`src/rtl/fp_division_seq.sv`:
```
// Purpose: iterative IEEE-754 double divider C = A / B (radix-2 restoring, truncating, FTZ).
// Latency: special operands 1 cycle (done on the accept edge); normal operands 55 cycles.
// Backpressure: none; start is only taken while idle, and a start seen while busy is dropped.
//
// Ports:
//   clk, rst_n  - rising-edge clock, asynchronous active-low reset
//   start       - request; sampled only while idle (including the done cycle)
//   A, B        - dividend / divisor, captured on the accepted start
//   C           - registered quotient, held until the next completion
//   busy        - operation in flight (state != IDLE)
//   done        - one-cycle pulse, C is new in that cycle
module fp_division_seq #(
  parameter int MANT_W = 52,
  parameter int EXP_W  = 11,
  parameter int BIAS   = 1023,
  parameter int ITER   = MANT_W + 2
) (
  input  logic                      clk,
  input  logic                      rst_n,
  input  logic                      start,
  input  logic [EXP_W+MANT_W:0]     A,
  input  logic [EXP_W+MANT_W:0]     B,
  output logic [EXP_W+MANT_W:0]     C,
  output logic                      busy,
  output logic                      done
);

  localparam int W  = 1 + EXP_W + MANT_W;
  localparam int CW = $clog2(ITER);
  localparam int EW = EXP_W + 2;   // signed headroom for eA - eB + BIAS

  typedef enum logic [1:0] {IDLE, CALC, NORM} state_t;

  state_t              state;
  logic                s_q;
  logic [EXP_W-1:0]    ea_q, eb_q;
  logic [MANT_W:0]     bm_q;
  logic [MANT_W+2:0]   r_q;
  logic [ITER-1:0]     q_q;
  logic [CW-1:0]       cnt_q;

  // operand classification on the live inputs (equal to the captured values at the accept edge)
  logic [EXP_W-1:0]  ea_in, eb_in;
  logic [MANT_W-1:0] fa_in, fb_in;
  logic              s_in, a_zero, b_zero, a_inf, b_inf, a_nan, b_nan, special;
  logic [W-1:0]      spec_c;

  assign ea_in  = A[W-2:MANT_W];
  assign eb_in  = B[W-2:MANT_W];
  assign fa_in  = A[MANT_W-1:0];
  assign fb_in  = B[MANT_W-1:0];
  assign s_in   = A[W-1] ^ B[W-1];
  assign a_zero = (ea_in == '0);
  assign b_zero = (eb_in == '0);
  assign a_inf  = (&ea_in) && (fa_in == '0);
  assign b_inf  = (&eb_in) && (fb_in == '0);
  assign a_nan  = (&ea_in) && (fa_in != '0);
  assign b_nan  = (&eb_in) && (fb_in != '0);
  assign special = a_zero | b_zero | a_inf | b_inf | a_nan | b_nan;

  always_comb begin
    spec_c = '0;
    if (a_nan || b_nan || (a_inf && b_inf) || (a_zero && b_zero))
      spec_c = {s_in, {EXP_W{1'b1}}, MANT_W'(1)};
    else if (a_inf || b_zero)
      spec_c = {s_in, {EXP_W{1'b1}}, {MANT_W{1'b0}}};
    else
      spec_c = '0;   // A zero or B inf
  end

  // restoring step: remainder always stays below 2*bm, so the shifted value fits
  logic [MANT_W+2:0] bm_ext, r_sub;
  logic              ge;
  assign bm_ext = {2'b00, bm_q};
  assign ge     = (r_q >= bm_ext);
  assign r_sub  = r_q - bm_ext;

  // pack: quotient lies in [0.5,2); a leading zero costs one exponent step
  logic [EW-1:0]     e;
  logic [MANT_W-1:0] frac;
  logic              ovf, unf;
  logic [W-1:0]      norm_c;

  always_comb begin
    e = {2'b00, ea_q} - {2'b00, eb_q} + EW'(BIAS) - (q_q[ITER-1] ? EW'(0) : EW'(1));
    frac = q_q[ITER-1] ? q_q[ITER-2:1] : q_q[ITER-3:0];
    // e is two's complement in EW bits; top bit set means negative
    ovf = !e[EW-1] && (e[EW-2] || (&e[EXP_W-1:0]));
    unf = e[EW-1] || (e == '0);
    if (ovf)
      norm_c = {s_q, {EXP_W{1'b1}}, {MANT_W{1'b0}}};
    else if (unf)
      norm_c = '0;
    else
      norm_c = {s_q, e[EXP_W-1:0], frac};
  end

  assign busy = (state != IDLE);

  always_ff @(posedge clk or negedge rst_n) begin
    if (!rst_n) begin
      state <= IDLE;
      C     <= '0;
      done  <= 1'b0;
      s_q   <= 1'b0;
      ea_q  <= '0;
      eb_q  <= '0;
      bm_q  <= '0;
      r_q   <= '0;
      q_q   <= '0;
      cnt_q <= '0;
    end else begin
      done <= 1'b0;
      case (state)
        IDLE: begin
          if (start) begin
            if (special) begin
              C    <= spec_c;
              done <= 1'b1;
            end else begin
              s_q   <= s_in;
              ea_q  <= ea_in;
              eb_q  <= eb_in;
              bm_q  <= {1'b1, fb_in};
              r_q   <= {2'b00, 1'b1, fa_in};
              q_q   <= '0;
              cnt_q <= '0;
              state <= CALC;
            end
          end
        end
        CALC: begin
          r_q   <= (ge ? r_sub : r_q) << 1;
          q_q   <= {q_q[ITER-2:0], ge};
          cnt_q <= cnt_q + 1'b1;
          if (cnt_q == CW'(ITER - 1))
            state <= NORM;
        end
        NORM: begin
          C     <= norm_c;
          done  <= 1'b1;
          state <= IDLE;
        end
        default: state <= IDLE;
      endcase
    end
  end

endmodule
```
`config.mk`:
```
export PLATFORM = sky130hd
export DESIGN_NAME = fp_division_seq
export DESIGN_NICKNAME = d
export VERILOG_FILES = /design/src/rtl/fp_division_seq.sv
export SDC_FILE = /design/constraint.sdc
export NUM_CORES = 1
export LEC_CHECK = 0
export ABC_CLOCK_PERIOD_IN_PS = 4390
export BUFFER_PORTS_ARGS = -buffer_cell sky130_fd_sc_hd__buf_4
export CAP_MARGIN = 20
export CORE_AREA = 4 4 138 273
export CTS_CLUSTER_DIAMETER = 100
export DETAILED_ROUTE_END_ITERATION = 6
export DIE_AREA = 0 0 142 277
export HOLD_SLACK_MARGIN = 0.1
export PLACE_DENSITY = 0.64
export SYNTH_ARGS = -nofsm -noshare
export SYNTH_HDL_FRONTEND = slang
export SYNTH_SLANG_ARGS = --single-unit
```
`constraint.sdc`:
```
create_clock -name clk -period 4.39 [get_ports clk]
set_input_delay 0.878 -clock clk [delete_from_list [all_inputs] [get_ports clk]]
set_output_delay 0.878 -clock clk [all_outputs]
set_load 0.02 [all_outputs]
```
Word-level counts from Yosys, hierarchy flattened. Index checks and enable logic that the tools add are counted.

Flip-flop bits (word level): 258. Input bits: 131. Output and inout bits: 66. Logic and storage cells: 88.

$add $sub $neg: 5. Order comparisons: 1. Eq/ne operators: 7. Mux-type cells: 26. Bitwise gates (word level): 7. Reduce and logical (&&, ||, !) cells: 32.

Operators by type and width (count): $mux 64 (6); $mux 54 (3); $pmux 64 s2 (1); $mux 55 (2); $pmux 55 s2 (1); $pmux 54 s2 (1); $logic_not 52->1 (2); $reduce_bool 52->1 (2); $ge 55x53->1 (1); $sub 54x53->54 (1); $mux 52 (1); $reduce_and 11->1 (3); $logic_not 11->1 (2); $add 12x11->13 const B (1); $logic_not 13->1 (1); $sub 13x1->13 (1); $mux 6 (2); $pmux 6 s2 (1); $reduce_and 3->1 (4); $sub 11x11->12 (1); $ne 2x2->1 const B (4); $logic_and 1x1->1 (7); $add 6x1->6 const B (1); $eq 6x6->1 const B (1); other kinds (13) (28).

Logic depth before layout (Yosys ltp). Gate-level depths: netlist of run 1.

Depth after elaboration: 9. Mapped depth: 19. Gate-level depth less buffers: 18.

Worst setup path before layout of run 1. OpenSTA, ideal clock, no wires.

Path type: register to register. Start point: register eb_q[0]. End point: register C[52]. Setup time: 122 ps. Data arrival time: 3726 ps. Data required time: 4268 ps. Path slack: 543 ps. Cell stages (with the launch flop): 15. Buffers on the path: 0. Period minus slack after synthesis: 3847 ps. Cell sequence: dfrtp_1 > ha_1 > fa_1 > xnor2_1 > inv_1 > fa_1 > a211o_1 > o211ai_1 > nand2_1 > or4_2 > nor3_1 > nand4bb_1 > o211ai_2 > a21oi_2 > a2111oi_1.

Longest elaborated chain between the ends: 8. Elaborated cells on any way between the ends: 12. Classes of those cells: 3 x add/sub; 3 x mux; 6 x reduce/logical.

RTL lines: from (decl) (RTL line 36) `logic [EXP_W-1:0] ea_q, eb_q;`; from (signal assigned) (RTL line 123) `eb_q <= eb_in;`; $sub 11x11->12 * (RTL line 85) `e = {2'b00, ea_q} - {2'b00, eb_q} + EW'(BIAS) - (q_q[ITER-1] ? EW'(0) : EW'(1));`; $add 12x11->13 * (RTL line 85); $sub 13x1->13 * (RTL line 85); $logic_not 13->1 or $reduce_and 11->1 (tied branches) (RTL line 89, 88); $logic_or 1x1->1 (on tied branches) (RTL line 89, 88); $mux 64 or $logic_and 1x1->1 (tied branches) (RTL line 92, 88); $mux 64 * (RTL line 90) `if (ovf)`; $pmux 64 s2 * (RTL line 114) `case (state)`; to (signal assigned) (RTL line 118) `C <= spec_c;`; to (signal assigned) (RTL line 140) `C <= norm_c;`; to (decl) (RTL line 23) `output logic [EXP_W+MANT_W:0] C,`.

Mark *: on every way between the ends. The rest lies on a longest branch, timed or not. A chain may end at the register's enable or synchronous reset.

Final worst setup path of run 1.
Start point: register ea_q[0]. End point: register C[54].

Longest elaborated chain between the ends: 8. Elaborated cells on any way between the ends: 12. Classes of those cells: 3 x add/sub; 3 x mux; 6 x reduce/logical.

RTL lines: from (decl) (RTL line 36); from (signal assigned) (RTL line 122) `ea_q <= ea_in;`; $sub 11x11->12 * (RTL line 85); $add 12x11->13 * (RTL line 85); $sub 13x1->13 * (RTL line 85); $logic_not 13->1 or $reduce_and 11->1 (tied branches) (RTL line 89, 88); $logic_or 1x1->1 (on tied branches) (RTL line 89, 88); $mux 64 or $logic_and 1x1->1 (tied branches) (RTL line 92, 88); $mux 64 * (RTL line 90); $pmux 64 s2 * (RTL line 114).

Marks and branches as above.

==> results of run 1 <==
## metrics by stage
step / area (um2) / cells
detailed placement: 17900 / 2399
finish: 18900 / 2450
global route: 18900 / 2450
CTS: 18600 / 2443
global placement: 17900 / 2399
floorplan: 15900 / 1813
## worst paths after layout
| check | from | slack, ns | cells after the start | to |
|---|---|---|---|---|
| max in group asynchronous | rst_n | 3.00 | 2 | bm_q[42] |
| worst max register to register | ea_q[0] | 0.17 | 17 | C[54] |
| worst max-delay path | ea_q[0] | 0.17 | 17 | C[54] |
| worst min register to register | C[15] | 0.48 | 2 | C[15] |
| min in group clk | C[15] | 0.48 | 2 | C[15] |
| worst min-delay path | rst_n | 0.38 | 1 | bm_q[17] |
## layout make-up
type	count	share of cell area (%)
clock inverters	15	0.722
inverters	100	1.99
well taps	450	2.98
flip-flops and latches	258	34.2
multi-input cells	1357	46.5
clock buffers	29	3.45
repair buffers	241	10.1
## logic make-up after synthesis
| group | count (synthesis) | synth area share (%) |
|---|---|---|
| AND/OR/NAND/NOR | 576 | 16.4 |
| multiplexers | 77 | 4.96 |
| XOR/XNOR | 65 | 3.75 |
| flip-flops | 258 | 40.7 |
| buffers and inverters | 198 | 5.22 |
| AO/OA/AOI/OAI | 560 | 22.6 |
| adder cells (fa/ha/maj) | 79 | 6.38 |
## state kept, by name (all words and copies together) (netlist names)
| register | cells |
|---|---|
| C | 64 |
| r_q | 55 |
| q_q | 54 |
| bm_q | 53 |
| ea_q | 11 |
| eb_q | 11 |
| cnt_q | 6 |
| state | 2 |
| done | 1 |
| s_q | 1 |
## metal layers
layer  part of all wire (%)  GRT usage [%]  wire [um]
met5                      0              0          0
met4                    5.4           11.1       2570
met1                     34           24.7      16100
met2                     57           46.5      27100
met3                    4.1           2.04       1980
## cell usage in the layout (no fill, tap or decap), types with 31 or more instances in the layout
master	netlist	layout
a21oi_1	111	108
a22oi_1	31	31
buf_4	2	231
dfrtp_1	258	257
ha_1	76	74
inv_1	100	99
mux2i_1	65	65
nand2_1	321	320
nand3_1	31	31
nor2_1	88	85
nor4_1	36	36
o21ai_0	205	205
o21ai_2	50	50
xnor2_1	35	34
## timing repair
action                                  CTS  global route
hold endpoints to repair                  0             0
endpoints found under the setup margin    0            58
resized for setup                         0            30
setup buffers                             0             7
==> flow_summary.json, run 1 <==
{
  "final-seq-area_um2": 6460,
  "cp.arrival_ns": 4.65,
  "core_um2": 35700,
  "criticalPathCategory": "reg -> reg",
  "gp_congestion": 0.948,
  "yosys-top-cells-count": "nand2_1 (321), dfrtp_1 (258), o21ai_0 (205)",
  "synth_edf_count": 0,
  "layout_setup_ws_ns": 0.168,
  "cts_buffers": 25,
  "synth-seq-cells": 258,
  "synth_top_area_share_pct": 40.7,
  "h-tree-depth": 1,
  "layout_min_cycle_time_ns": 4.22,
  "dieHeight_um": 277,
  "synth.avg_cell_area_um2": 8.75,
  "grt_max_degree": 111,
  "diodes": 0,
  "tns_ns": 0,
  "async_flop_share_pct": 100,
  "synth-seq-area-share_pct": 40.7,
  "dieWidth_um": 142,
  "synth_fp_nets": 2023,
  "drive_gt1_share_pct": 20.4,
  "syn_area_um2": 15900,
  "io_pins": 197,
  "first_iter_violations": 639,
  "hp-class": "in -> async",
  "port_buffers": 196,
  "antenna_found_initial": 0,
  "yosysMostFrequentCell": "nand2_1",
  "end_kind": "flip-flop",
  "vias": 14000,
  "area_growth_pct": 19.1,
  "start_util_pct": 44.4,
  "place_ws_ns": 0.0585,
  "fin_crit_sh_pct": 96.2,
  "max_freq_mhz": 237,
  "grtUsageTotal_pct": 23.8,
  "holdWs_ns": 0.383,
  "start_kind": "flip-flop",
  "design.die.area_um2": 39300,
  "maxCapViolations": 0,
  "netlist_instances": 1813,
  "synthTopCellsByArea": "dfrtp_1 (41%), nand2_1 (7.6%), o21ai_0 (6.5%)",
  "status": "complete, no violations",
  "overflow": 0,
  "crit_path_frequent_cell": "fa_2",
  "clkSlewWorstSetupHoldPaths_ns": 0.06,
  "fillers": 3417,
  "grt_pass1_wl_um": 75200,
  "insertion_delay_ns": 0.53,
  "skew_ns": 0.00831,
  "cts_tree": "built",
  "crit_path_max_fanout": 9,
  "worstPathRequired_ns": 4.82,
  "routedWlPerCell_um": 19.5,
  "cts.sinks": 258,
  "avgViaCountPerCell": 5.70,
  "slowest_delay_ns": 0.50,
  "path_cells": "inv_1 > ha_1 > fa_2 > xnor2_2 > inv_2 > fa_2 > a211o_1 > o211ai_1 > nand2_1 > or4_4 > nor3_2 > nand4bb_1 > o211ai_2 > buf_4 > a21oi_4 > buf_12 > a2111oi_2",
  "cts-root-buf": "clkbuf_16",
  "path_delay_family": "compound AO/OA/AOI/OAI gates",
  "hpwlAfterDp_um": 35800,
  "routed_wl_um": 47700,
  "crit_slowest_cell": "or4_4",
  "first_pass_iters": 5,
  "nets": 2193,
  "crit_buf_inv": 4,
  "first_global_vias": 14300,
  "tightest_slew_ns": 0.939,
  "drtAntennaViolNets": 0,
  "utilization_pct": 52.9,
  "cts_hold_buf": 0,
  "yosysWarnings": 0,
  "multi_input_area_um2": 8790,
  "synth_cell_type_count": 85,
  "relSlewSlack_pct": 37.4,
  "drc_errors": 0,
  "setup_viol": 0,
  "finalHoldViolCount": 0,
  "clockBufferDepth": 3,
  "synth_top_cell_by_area": "dfrtp_1",
  "ys.flop_type": "dfrtp_1",
  "slew_violations": 0,
  "rows": 98
}
Power of run 1 is not shown: default switching activity piles up to over one toggle a cycle in this logic, so the estimate is an artifact.
==> inputs of run 2 (changes only) <==
==> config.mk (replaced) <==
export PLATFORM = sky130hd
export DESIGN_NAME = fp_division_seq
export DESIGN_NICKNAME = d
export VERILOG_FILES = /design/src/rtl/fp_division_seq.sv
export SDC_FILE = /design/constraint.sdc
export NUM_CORES = 1
export LEC_CHECK = 0
export ABC_CLOCK_PERIOD_IN_PS = 4390
export BUFFER_PORTS_ARGS = -buffer_cell sky130_fd_sc_hd__clkbuf_2
export CAP_MARGIN = 20
export CORE_AREA = 4 4 230 165
export CTS_CLUSTER_DIAMETER = 100
export DETAILED_ROUTE_END_ITERATION = 6
export DIE_AREA = 0 0 234 169
export HOLD_SLACK_MARGIN = 0.1
export PLACE_DENSITY = 0.64
export SKIP_LAST_GASP = 1
export SYNTH_ARGS = -nofsm -noshare
export SYNTH_HDL_FRONTEND = slang
export SYNTH_SLANG_ARGS = --single-unit
==> flow_summary.json, run 2 (same netlist as run 1, synthesis figures left out) <==
{
  "crit_path_max_fanout": 9,
  "maxCapViolations": 0,
  "insertion_delay_ns": 0.56,
  "top_regs": "C: 64 flops, r_q: 55 flops, q_q: 54 flops",
  "skew_ns": 0.0195,
  "vias": 13900,
  "tightest_slew_ns": 1.00,
  "avgViaCountPerCell": 5.58,
  "reg2reg_from": "ea_q[4]",
  "rsz0062_at_grt": "true",
  "end_kind": "flip-flop",
  "core_um2": 35600,
  "drive_gt1_share_pct": 20.2,
  "finalHoldViolCount": 0,
  "status": "complete, no violations",
  "start_util_pct": 44.5,
  "slowest_delay_ns": 0.39,
  "startpoint": "ea_q[4]",
  "design.die.area_um2": 39500,
  "grtUsageTotal_pct": 22.9,
  "first_global_vias": 13400,
  "port_buffers": 196,
  "cts_tree": "built",
  "cts_hold_buf": 0,
  "cp.arrival_ns": 4.62,
  "drtAntennaViolNets": 0,
  "tns_ns": 0,
  "max_freq_mhz": 238,
  "criticalPathCategory": "reg -> reg",
  "io_pins": 197,
  "clockBufferDepth": 3,
  "first_pass_iters": 5,
  "cts.sinks": 258,
  "antenna_found_initial": 2,
  "final_common_cell": "nand2_1",
  "relSlewSlack_pct": 33.2,
  "path_cells": "ha_1 > a21o_1 > or3_1 > o21a_2 > xor2_2 > inv_1 > ha_1 > o21a_1 > nor2_1 > a21oi_1 > a31oi_1 > o31ai_2 > a211o_1 > nor3b_4 > nor2_1 > buf_4 > a2111oi_1",
  "dieHeight_um": 169,
  "hpwlAfterDp_um": 33400,
  "utilization_pct": 52.3,
  "hp-class": "in -> async",
  "fin_crit_sh_pct": 95.7,
  "start_kind": "flip-flop",
  "slew_violations": 0,
  "top_register": "C",
  "first_iter_violations": 1144,
  "area_growth_pct": 17.5,
  "setup_viol": 0,
  "dieWidth_um": 234,
  "cts-root-buf": "clkbuf_16",
  "grt_max_degree": 132,
  "layout_common_cells": "nand2_1 (320), dfrtp_1 (257), o21ai_0 (205)",
  "grt_pass1_wl_um": 73600,
  "clkSlewWorstSetupHoldPaths_ns": 0.07,
  "largest_register_ffs": 64,
  "layout_min_cycle_time_ns": 4.20,
  "crit_slowest_cell": "dfrtp_1",
  "place_ws_ns": 0.0837,
  "routedWlPerCell_um": 18.8,
  "placed_area_um2": 17300,
  "rows": 58,
  "overflow": 0,
  "fin_area_um2": 18600,
  "nets": 2198,
  "worstPathRequired_ns": 4.81,
  "cts_buffers": 27,
  "routed_wl_um": 46800,
  "drc_errors": 0,
  "gp_congestion": 0.920,
  "layout_setup_ws_ns": 0.188,
  "fillers": 3367,
  "h-tree-depth": 1
}
-- run 2: timing repair --
item / CTS / global route
resized for setup: 0 / 19
setup buffers: 0 / 8
endpoints found under the setup margin: 0 / 61
-- run 2: layout make-up --
| cell class | count | area, um2 | area share, % |
|---|---|---|---|
| inverter | 100 | 375 | 2.02 |
| clock buffer | 36 | 769 | 4.13 |
| timing repair buffer | 244 | 1490 | 8.01 |
| clock inverter | 13 | 246 | 1.32 |
| multi-input combinational | 1357 | 8680 | 46.6 |
| sequential | 258 | 6460 | 34.7 |
| tap | 480 | 601 | 3.22 |
| antenna | 2 | 5.00 | 0.0269 |
-- run 2: routing by layer --
metal / vias to the layer above / global-route usage [%] / share of wire [%]
met5: - / 0 / 0
met4: 0 / 4.59 / 2.1
met3: 58 / 3.99 / 6.1
met2: 377 / 33.4 / 41
met1: 6689 / 35.8 / 50
li1: 6782 / - / -
-- run 2: final timing paths --
check,endpoint,slack (ns),depth (start not counted)
max,C[53],0.19,17
max reg2reg,C[53],0.19,17
min reg2reg,bm_q[52],0.47,2
min in group clk,bm_q[52],0.47,2
max in group asynchronous,r_q[36],2.96,2
min,C[16],0.37,1
-- run 2: metrics by stage --
step | hold WS (ns) | instances
after detailed placement | 0.451 | 2426
after CTS | 0.404 | 2475
after floorplan | 0.431 | 1813
after global placement | 0.451 | 2426
after global routing | 0.412 | 2490
final | 0.368 | 2490
-- run 2: critical path: cells and delay by family, from the launching register on --
family	cells	cell delay (ns)
buf+inv	2	0.29
xor+xnor	1	0.21
flops	1	0.39
fa+ha+maj	2	0.68
simple gates	4	0.76
compound gates	8	1.72
Power of run 2 is left out for the same reason.
==> inputs of run 3 (changes only) <==
--- a/config.mk
+++ b/config.mk
@@ -5,13 +5,14 @@
 export SDC_FILE = /design/constraint.sdc
 export NUM_CORES = 1
 export LEC_CHECK = 0
+export ABC_AREA = 1
 export ABC_CLOCK_PERIOD_IN_PS = 4390
 export BUFFER_PORTS_ARGS = -buffer_cell sky130_fd_sc_hd__clkbuf_2
 export CAP_MARGIN = 20
-export CORE_AREA = 4 4 230 165
+export CORE_AREA = 4 4 238 170
 export CTS_CLUSTER_DIAMETER = 100
 export DETAILED_ROUTE_END_ITERATION = 6
-export DIE_AREA = 0 0 234 169
+export DIE_AREA = 0 0 242 174
 export HOLD_SLACK_MARGIN = 0.1
 export PLACE_DENSITY = 0.64
 export SKIP_LAST_GASP = 1
==> flow_summary.json, run 3 <==
{
  "status": "complete, no violations",
  "core_um2": 38100,
  "crit_slowest_cell": "fa_1",
  "synthTopCellsByArea": "dfrtp_1 (38%), nand2_1 (12%), inv_1 (8.1%)",
  "cts_buffers": 27,
  "drive_gt1_share_pct": 13.4,
  "avgViaCountPerCell": 5.34,
  "power_density_nw_per_um2": 258,
  "slowest_delay_ns": 0.42,
  "routedWlPerCell_um": 17.2,
  "h-tree-depth": 1,
  "crit_path_frequent_cell": "nand2_1",
  "design.die.area_um2": 42100,
  "nets": 2717,
  "clkSlewWorstSetupHoldPaths_ns": 0.06,
  "io_pins": 197,
  "layout_min_cycle_time_ns": 3.96,
  "yosysWarnings": 0,
  "top_regs": "C: 64 flops, r_q: 55 flops, q_q: 54 flops",
  "synth_top_cell_by_area": "dfrtp_1",
  "rsz0062_at_grt": "false",
  "insertion_delay_ns": 0.57,
  "hpwlAfterDp_um": 39800,
  "synth_cell_type_count": 47,
  "first_global_vias": 15800,
  "holdWs_ns": 0.361,
  "cp.arrival_ns": 4.46,
  "grt_max_degree": 127,
  "syn_area_um2": 17000,
  "cts_setup_buffers": 0,
  "gp_congestion": 0.996,
  "netlist_instances": 2351,
  "routed_wl_um": 51900,
  "vias": 16200,
  "synth_fp_nets": 2561,
  "final_common_cell": "nand2_1",
  "cts_hold_buf": 0,
  "synth-seq-area-share_pct": 38.0,
  "relSlewSlack_pct": 35.7,
  "setup_viol": 0,
  "skew_ns": 0.0127,
  "crit_path_max_fanout": 33,
  "largest_register_ffs": 64,
  "grtUsageTotal_pct": 24.4,
  "cts-root-buf": "clkbuf_16",
  "async_flop_share_pct": 100,
  "yosysMostFrequentCell": "nand2_1",
  "p_leak_nw": 9.45,
  "first_iter_violations": 1492,
  "tightest_slew_ns": 0.964,
  "fin_crit_sh_pct": 90.2,
  "drtAntennaViolNets": 0,
  "slew_violations": 0,
  "synth_edf_count": 0,
  "ys.flop_type": "dfrtp_1",
  "synth.avg_cell_area_um2": 7.24,
  "ctsResizeCount": 0,
  "first_pass_iters": 5,
  "maxCapViolations": 0,
  "rows": 60,
  "synth-seq-cells": 258,
  "port_buffers": 196,
  "synth_top_area_share_pct": 38.0,
  "tns_ns": 0,
  "grt_pass1_wl_um": 85000,
  "drc_errors": 0,
  "top_register": "C",
  "cts.sinks": 258,
  "area_growth_pct": 14.4,
  "start_kind": "flip-flop",
  "worstPathRequired_ns": 4.89,
  "layout_common_cells": "nand2_1 (525), inv_1 (366), dfrtp_1 (257)",
  "dieWidth_um": 242,
  "power_w": 0.00502,
  "start_util_pct": 44.6,
  "hp-class": "in -> async",
  "end_kind": "flip-flop",
  "yosys-top-cells-count": "nand2_1 (527), inv_1 (366), dfrtp_1 (258)",
  "clockBufferDepth": 3,
  "max_freq_mhz": 253,
  "finalHoldViolCount": 0,
  "cts_tree": "built",
  "overflow": 0,
  "criticalPathCategory": "reg -> reg",
  "dieHeight_um": 174,
  "antenna_found_initial": 2,
  "ir_drop_mv": 0.270
}
run 3: changes by cell type in the layout (fill, tap and decap cells not counted), sizes merged, moves of 52 or more:
| cell | change |
|---|---|
| inv | +272 |
| nand2 | +216 |
| nand3 | +119 |
| nor2 | +89 |
| mux2i | -65 |
| o22ai | +52 |
run 3: critical path, delay by kind of cell, from the launching register on:
family                   cells  cell delay (ns)
AO/OA/AOI/OAI                2             0.34
XOR/XNOR                     1             0.20
adder cells (fa/ha/maj)      3             1.00
buffers and inverters        6             0.71
flip-flops                   1             0.34
AND/OR/NAND/NOR             15             1.28
run 3: metal layers:
layer  wire length [um]  GRT usage [%]  up-vias  share of wire, %
met1              27100           38.6     7587                52
met3               3230           4.24       66               6.2
li1                   -              -     8063                 -
met4               1050           5.03        0               2.0
met5                  0              0        -                 0
met2              20600           34.9      442                40
run 3: final timing paths:
path / to / slack [ns] / cells past startpoint / from
hold reg to reg: bm_q[52] / 0.46 / 2 / bm_q[52]
setup / recovery: C[11] / 0.43 / 27 / ea_q[0]
hold / removal: C[53] / 0.36 / 1 / rst_n
min in group clk: bm_q[52] / 0.46 / 2 / bm_q[52]
max in group asynchronous: r_q[33] / 3.22 / 2 / rst_n
setup reg to reg: C[11] / 0.43 / 27 / ea_q[0]
run 3: per-stage QoR:
stage	utilization (%)	cell area (um2)	instances	setup WS (ns)
after floorplan	-	17000	2351	1.13
after CTS	51.0	19400	3024	0.400
after detailed placement	48.5	18500	2974	0.422
after global routing	51.0	19500	3026	0.0288
after global placement	48.5	18500	2974	0.507
final	51.0	19500	3026	0.430
run 3: cell type report:
cell class / count / area, um2
antenna: 2 / 5.00
fill: 3851 / 18700
clock inverter: 12 / 159
clock buffer: 38 / 797
timing repair buffer: 218 / 1270
multi-input combinational: 1632 / 8760
sequential: 258 / 6460
inverter: 370 / 1390
tap: 496 / 621
run 3: where the power goes:
group          switching, W  leakage, nW  internal (W)
sequential                0         2.92       0.00238
combinational      0.000107         6.06     0.0000567
clock               0.00103        0.470       0.00145
run 3: cell families after synthesis:
family | share of synthesized area [%]
AND/OR/NAND/NOR | 24.2
AO/OA/AOI/OAI | 18.6
buffers and inverters | 10.7
flip-flops | 38.0
adder cells (fa/ha/maj) | 5.94
XOR/XNOR | 2.57
Power figures use the tool's default switching activity.
